[src/rtl/mod3_pkg.sv]
// Shared types and remainder arithmetic for the MSB-first divisible-by-3 serial transmitter.
package mod3_pkg;

    typedef enum logic [1:0] {
        StIdle  = 2'd0,
        StClr   = 2'd1,
        StShift = 2'd2,
        StDone  = 2'd3
    } state_e;

    localparam logic [1:0] R0 = 2'b00;
    localparam logic [1:0] R1 = 2'b01;
    localparam logic [1:0] R2 = 2'b10;

    // (2*rem + bit_in) mod 3; the unreachable encoding 3 behaves like R0.
    function automatic logic [1:0] mod3_next(input logic [1:0] rem, input logic bit_in);
        logic [1:0] nxt;
        unique case (rem)
            R1:      nxt = bit_in ? R0 : R2;
            R2:      nxt = bit_in ? R2 : R1;
            default: nxt = bit_in ? R1 : R0;
        endcase
        return nxt;
    endfunction

endpackage

[src/rtl/mod3_rem_track.sv]
// Running remainder (mod 3) of the bits sent so far, MSB first.
module mod3_rem_track
    import mod3_pkg::*;
(
    input  logic       clk,
    input  logic       rst,
    input  logic       clr_i,
    input  logic       step_i,
    input  logic       bit_i,
    output logic [1:0] rem_next_o,
    output logic       zero_next_o
);

    logic [1:0] rem_q;
    logic [1:0] rem_d;

    always_comb begin
        rem_next_o  = mod3_next(rem_q, bit_i);
        zero_next_o = (rem_next_o == R0);
        rem_d       = rem_q;
        if (clr_i) begin
            rem_d = R0;
        end else if (step_i) begin
            rem_d = rem_next_o;
        end
    end

    always_ff @(posedge clk) begin
        if (rst) begin
            rem_q <= R0;
        end else begin
            rem_q <= rem_d;
        end
    end

endmodule

[src/rtl/mod3_serial_tx.sv]
// Parallel-to-serial transmitter with detector clear pulse, per-bit expected y and word verdict.
module mod3_serial_tx
    import mod3_pkg::*;
#(
    parameter int unsigned WIDTH = 8
) (
    input  logic             clk,
    input  logic             rst,
    input  logic [WIDTH-1:0] data_in,
    input  logic             load_valid,
    output logic             load_ready,
    output logic             rx_clr,
    output logic             ser_out,
    output logic             ser_valid,
    output logic             ser_last,
    output logic             exp_y,
    output logic             done,
    output logic             div3
);

    localparam int unsigned    CntW    = $clog2(WIDTH);
    localparam logic [CntW-1:0] CntLoad = CntW'(WIDTH - 1);

    state_e           state_q, state_d;
    logic [WIDTH-1:0] shift_q, shift_d;
    logic [CntW-1:0]  cnt_q, cnt_d;
    logic             div3_q, div3_d;

    logic             accept;
    logic             in_shift;
    logic             msb;
    logic [1:0]       rem_next;
    logic             zero_next;

    assign in_shift = (state_q == StShift);
    assign msb      = shift_q[WIDTH-1];

    mod3_rem_track u_rem_track (
        .clk         (clk),
        .rst         (rst),
        .clr_i       (state_q == StClr),
        .step_i      (in_shift),
        .bit_i       (msb),
        .rem_next_o  (rem_next),
        .zero_next_o (zero_next)
    );

    always_comb begin
        load_ready = (state_q == StIdle) || (state_q == StDone);
        accept     = load_valid && load_ready;
        rx_clr     = (state_q == StClr);
        ser_valid  = in_shift;
        ser_out    = in_shift && msb;
        ser_last   = in_shift && (cnt_q == '0);
        exp_y      = in_shift && zero_next;
        done       = (state_q == StDone);
        div3       = div3_q;
    end

    always_comb begin
        state_d = state_q;
        shift_d = shift_q;
        cnt_d   = cnt_q;
        div3_d  = div3_q;
        unique case (state_q)
            StIdle: begin
                if (accept) begin
                    state_d = StClr;
                end
            end
            StClr: begin
                state_d = StShift;
            end
            StShift: begin
                shift_d = {shift_q[WIDTH-2:0], 1'b0};
                if (cnt_q == '0) begin
                    state_d = StDone;
                    div3_d  = (rem_next == R0);
                end else begin
                    cnt_d = cnt_q - 1'b1;
                end
            end
            StDone: begin
                state_d = accept ? StClr : StIdle;
            end
            default: begin
                state_d = StIdle;
            end
        endcase
        // Accept is only possible in IDLE/DONE, so this never disturbs a running frame.
        if (accept) begin
            shift_d = data_in;
            cnt_d   = CntLoad;
            div3_d  = 1'b0;
        end
    end

    always_ff @(posedge clk) begin
        if (rst) begin
            state_q <= StIdle;
            shift_q <= '0;
            cnt_q   <= '0;
            div3_q  <= 1'b0;
        end else begin
            state_q <= state_d;
            shift_q <= shift_d;
            cnt_q   <= cnt_d;
            div3_q  <= div3_d;
        end
    end

endmodule

[config.mk]
export PLATFORM = sky130hd
export DESIGN_NAME = mod3_serial_tx
export DESIGN_NICKNAME = d
export VERILOG_FILES = /design/src/rtl/mod3_pkg.sv /design/src/rtl/mod3_rem_track.sv /design/src/rtl/mod3_serial_tx.sv
export SDC_FILE = /design/constraint.sdc
export NUM_CORES = 1
export LEC_CHECK = 0
export CORE_UTILIZATION = 49
export CTS_CLUSTER_DIAMETER = 200
export DETAILED_ROUTE_END_ITERATION = 16
export PLACE_DENSITY = 0.84
export SKIP_LAST_GASP = 1
export SLEW_MARGIN = 10
export SYNTH_ARGS = -nofsm -noshare
export SYNTH_HDL_FRONTEND = slang
export SYNTH_SLANG_ARGS = --single-unit
[constraint.sdc]
create_clock -name clk -period 2.08 [get_ports clk]
set_input_delay 0.312 -clock clk [delete_from_list [all_inputs] [get_ports clk]]
set_output_delay 0.312 -clock clk [all_outputs]
set_load 0.01 [all_outputs]
==> flow_summary.yaml <==
timing:
  hold_ws_ns: 0.491
  maxSlewViolCount: 0
  finClkSkew_ns: 0.00136
  setup_violations: 0
  final_hold_viol_count: 0
  min_period_over_period: 0.966
  worst_slack_ns: 0.0699
  worst_pin_slew_ns: 0.338
  finalCriticalPeriod_ns: 2.01
  slew_headroom: 0.774
  fmax_ghz: 0.497
  rsz0062_at_grt: "false"
die:
  core-area_um2: 1730
  ioPinCount: 19
  fp.dieH_um: 45.1
  fp.dieW_um: 45.1
  core.rowCount: 15
  start_util: 0.527
  die_area_um2: 2030
worst_setup_path:
  worst-path-max-fanout: 5
  reg2reg_depth: 6
  end_kind: "output port"
  critical-path-top-delay-family: "buffers and inverters"
  setup.worst_path.class: "register to output port"
  crit_chain: "inv_2, ha_1, inv_1, clkdlybuf4s50_1"
  cp_num_buf_inv: 3
  r2r_slack_ns: 0.40
  regToRegStartpoint: "state_q[0]"
  cpPeakStageDelay_ns: 0.53
  cp.arrival_ns: 1.70
  slowest_stage: "clkdlybuf4s50_1"
  worstReg2RegEnd: "state_q[0]"
  start_kind: "register"
  cp.required_ns: 1.77
grt:
  grt_first_pass_wirelength_um: 3020
  antenna_found_initial: 0
  grt_pass1_vias: 738
  grt.overflow.total: 0
  grt_max_degree: 20
  grt_usage: 0.213
synthesis:
  synthCells: 92
  ys_top_cells_by_count: "dfxtp_1 (16), nor2_1 (11), a211oi_1 (9), ha_1 (9), mux2i_1 (9)"
  synth.top_cell.area_share: 0.352
  synth_edf_count: 0
  syn_area_um2: 910
  yosysMostFrequentCell: "dfxtp_1"
  syn_nets: 112
  ys_async_sr_fraction: 0
  synthFlopType: "dfxtp_1"
  ys_warn_count: 0
  ys_types: 28
  synth-seq-cells: 16
  avgSynthCellArea_um2: 9.89
  seq_area_frac_synth: 0.352
  synth_top_area_cell: "dfxtp_1"
  ys_top_cells_by_area: "dfxtp_1 (35%), ha_1 (12%), mux2i_1 (9.9%)"
worst_hold_path:
  hold_path_class: "register to register"
  hold-path-cell-count: 2
  worstHoldStart: "shift_q[0]"
  holdPathEnd: "shift_q[0]"
clock_tree:
  cts_buffer_depth: 2
  postCtsHoldBufs: 0
  insertion_delay_ns: 0.28
  cts.sinks: 16
  cts_made_buffers: 3
  cts_setup_buffers: 0
  cts_tree: "yes"
  cts_max_level: 1
  cts-root-buf: "clkbuf_4"
  clk_pin_slew_ns: 0.09
route:
  drc: 0
  first_pass_iters: 4
  viasPerCell: 5.14
  post_drt_wl_per_cell_um: 12.8
  first_iter_violations: 9
  ant_nets: 0
  drt-total-wl_um: 1760
  vias: 709
place:
  globalplace.congestion: 0.737
  place_hpwl_um: 1370
  port_buffers: 18
  pre_cts_ws_ns: 0.0975
  place_inst: 134
cells_and_area:
  fin_cells: 138
  final_layout_size_suffix_gt1_frac: 0.204
  final_util: 0.686
  fin_nets: 134
  diodes: 0
  synthToLayoutAreaGrowth_pct: 30.1
run_status:
  outcome: "finished clean"
pwr:
  irDropWorstVdd_mv: 0.940
  leakagePower_nw: 0.459
  p_per_area_nw_per_um2: 1350
job:
  maxCapViolCount: 0
-- routing by layer --
metal	track usage	wire length, µm
met1	0.233	728
met2	0.354	911
met3	0.0640	108
met4	0.139	15
met5	0	0
-- state kept, by name, summed over array words and instances, names as in the netlist --
register,cells
state_q,2
div3,1
cnt_q,3
shift_q,8
u_rem_track.rem_q,2
-- layout make-up --
class                           count  area [µm²]
Multi-Input combinational cell     63         549
Fill cell                         153         543
Sequential cell                    16         325
Inverter                            8        30.0
Clock buffer                        4        36.3
Timing Repair Buffer               22         211
Tap cell                           25        31.3
-- how the worst max path moves through the flow --
| stage | start | end | slack [ns] | cells past startpoint |
|---|---|---|---|---|
| 2_1_floorplan | state_q[1] | state_q[1] | 0.51 | 7 |
| 3_3_place_gp | u_rem_track.rem_q[0] | exp_y | 0.16 | 6 |
| 3_5_place_dp | u_rem_track.rem_q[0] | exp_y | 0.1 | 6 |
| 4_1_cts | state_q[1] | load_ready | -0.05 | 4 |
| 5_1_grt | state_q[0] | load_ready | 0.002 | 4 |
| 6_report | state_q[0] | load_ready | 0.07 | 4 |
-- metrics by stage --
step	setup TNS (ns)	power, mW	cell area [µm²]
3_3_place_gp	0	1.32	1110
6_report	0	1.60	1180
3_5_place_dp	0	1.37	1110
2_1_floorplan	0	1.14	910
4_1_cts	-0.0957	1.60	1160
5_1_grt	0	1.74	1180
-- report_power, final --
part | switching, mW | total, mW | internal (mW)
Sequential | 0.0796 | 0.499 | 0.419
Combinational | 0.461 | 0.903 | 0.442
Clock | 0.0952 | 0.202 | 0.106
Total | 0.636 | 1.60 | 0.967
-- placed cells by master (no fill, tap or decap), drive strengths merged, types with 2 or more instances in the layout --
cell	synthesis	layout
clkdlybuf4s50	0	16
dfxtp	16	16
nor2	11	11
mux2i	9	9
a211oi	9	9
ha	9	9
inv	8	8
a21oi	5	5
buf	4	4
clkbuf	1	4
nand3	3	3
nand2b	2	2
a2111oi	2	2
o21ai	2	2
nand2	2	2
-- tightest hold or removal path, delay by kind of cell (launching register included) --
family / cells / cell delay, ns
AOI/OAI and AO/OA: 1 / 0.06
and+or+nand+nor: 1 / 0.07
DFF: 1 / 0.32
-- timing repair --
action                     4_1_cts  5_1_grt
gates resized for setup          5        5
setup endpoints to repair        4        3
pin swaps                        0        1
-- logic make-up (layout without fill, tap and decap cells) --
kind of cell | Yosys count | count (layout) | share of synthesized area
adders and majority gates | 9 | 9 | 0.124
buffers and inverters | 13 | 34 | 0.0756
AOI/OAI and AO/OA | 20 | 20 | 0.179
xor gates and xnor gates | 2 | 2 | 0.0193
muxes | 10 | 10 | 0.111
and+or+nand+nor | 22 | 22 | 0.139
DFF | 16 | 16 | 0.352
Note: power is estimated with default switching activity, not from simulation.
==> patch, RTL diff (config.mk and constraints unchanged) <==
Set the parameter `WIDTH` to 16 (it was 8).
--- a/src/rtl/mod3_serial_tx.sv
+++ b/src/rtl/mod3_serial_tx.sv
@@ -2,7 +2,7 @@
 module mod3_serial_tx
     import mod3_pkg::*;
 #(
-    parameter int unsigned WIDTH = 8
+    parameter int unsigned WIDTH = 16
 ) (
     input  logic             clk,
     input  logic             rst,
Interface: changed (resized data_in); port bits go from 19 to 27. No check against the original RTL was run, so the function may have changed too.
==> patch against the original RTL <==
- power increased by 10%
- non-clock buffer count increased by 10
- die area increased by 40%
- design area increased by 40%
- critical path depth unchanged
- routed wire length increased by 45%
- synthesized area increased by 42%
- clock skew decreased by 0.00066 ns
- sequential cell count increased by 9
- hold slack improved by 0.024 ns
- worst setup slack got worse by 0.020 ns
- critical path type unchanged
- critical endpoint unchanged
- largest cell class unchanged
- largest power group unchanged
==> patch: results (changes against the original RTL) <==
synth_seq_area_share: 0.387  # was 0.352
place_area_um2: 1580  # was 1110 µm²
reg2reg_depth: 7  # was 6
synthTopCellsByArea: "dfxtp_1 (39%), mux2i_1 (12%), a211oi_1 (8.7%)"  # was dfxtp_1 (35%), ha_1 (12%), mux2i_1 (9.9%)
cts.clk_slew.worst_paths_ns: 0.13  # was 0.09 ns
portBuffers: 26  # was 18
vias: 1088  # was 709
top_regs: "shift_q x16, cnt_q x4"  # was shift_q x8, cnt_q x3
drive_above_1_share: 0.114  # was 0.204
grt.total_usage: 0.204  # was 0.213
synth_nets: 168  # was 112
clkLatencyLatePin_ns: 0.31  # was 0.28 ns
nNetsFinal: 194  # was 134
slew_headroom: 0.747  # was 0.774
rrSetupSlack_ns: 0.36  # was 0.40 ns
clock_skew_ns: 0.000693  # was 0.00136 ns
path_max_fanout: 6  # was 5
status: "finished clean"  # unchanged
grt_pass1_wl_um: 4230  # was 3020 µm
synth_common_cells: "dfxtp_1 (25), nor2_1 (18), mux2i_1 (16), a211oi_1 (15)"  # was dfxtp_1 (16), nor2_1 (11), a211oi_1 (9), ha_1 (9), mux2i_1 (9)
nFillCells: 194  # was 153
leakagePower_nw: 0.607  # was 0.459 nW
grt_pass1_vias: 1007  # was 738
ys_types: 33  # was 28
ir_worst_vdd_mv: 0.863  # was 0.940 mV
dp_hpwl_um: 1850  # was 1370 µm
[patch: metal layers]
metal | up-vias | wire length, µm | track usage
met4 | 0 | 12 | 0.0482
met5 | - | 0 | 0
met1 | 513 | 1200 | 0.243
li1 | 554 | - | -
met3 | 2 | 89 | 0.0661
met2 | 19 | 1260 | 0.348
[patch: cell type report]
type | instances | area, µm² | area share
multi-input cells | 97 | 741 | 0.447
flip-flops and latches | 25 | 509 | 0.307
repair buffers | 32 | 313 | 0.189
well taps | 30 | 37.5 | 0.0227
inverters | 8 | 30.0 | 0.0181
clock buffers | 4 | 26.3 | 0.0159
[patch: through the flow]
| stage | std cells | hold WS [ns] | setup TNS (ns) | setup slack (ns) | utilization |
|---|---|---|---|---|---|
| final | 196 | 0.514 | 0 | 0.0502 | 0.669 |
| after global routing | 196 | 0.521 | -0.0131 | -0.0131 | 0.669 |
| after CTS | 196 | 0.510 | 0 | 0.0173 | 0.659 |
| after detailed placement | 191 | 0.491 | 0 | 0.144 | 0.636 |
| after global placement | 191 | 0.478 | 0 | 0.189 | 0.636 |
| after floorplan | 141 | 0.448 | 0 | 0.365 | - |
[patch: cell families after synthesis]
| kind of cell | after synthesis | share of synthesized area |
|---|---|---|
| flip-flops | 25 | 0.387 |
| multiplexers | 16 | 0.124 |
| adder cells (fa/ha/maj) | 8 | 0.0774 |
| buffers and inverters | 19 | 0.0629 |
| XOR/XNOR | 1 | 0.00678 |
| AND/OR/NAND/NOR | 39 | 0.161 |
| AO/OA/AOI/OAI | 33 | 0.181 |
[patch: how the worst max path moves through the flow]
stage,endpoint,start,cells after the start,slack [ns]
6_report,load_ready,state_q[1],4,0.05
5_1_grt,load_ready,state_q[1],4,-0.01
4_1_cts,load_ready,state_q[1],4,0.02
3_5_place_dp,exp_y,u_rem_track.rem_q[0],6,0.14
3_3_place_gp,exp_y,u_rem_track.rem_q[0],6,0.19
2_1_floorplan,exp_y,state_q[0],5,0.37
[patch: worst reg2reg max path, cell delays in order (launching register included)]
cell     delay, ns
dfxtp_4       0.38
inv_2         0.10
ha_4          0.18
buf_8         0.18
or4b_1        0.47
nor3_1        0.15
a21oi_1       0.06
a21oi_1       0.14
[patch: repair_timing]
action,in CTS,in global routing
hold buffers,0,0
endpoints found under the hold margin,0,0
endpoints found under the setup margin,5,3
gates resized for setup,10,5
pin swaps,0,0
setup buffers,1,0
[patch: where the power goes]
group	total (W)	internal, W	switching (W)	leakage, nW
logic	0.000823	0.000408	0.000415	0.384
registers	0.000730	0.000625	0.000105	0.208
clock network	0.000212	0.0000750	0.000137	0.0150
total	0.00177	0.00111	0.000657	0.607
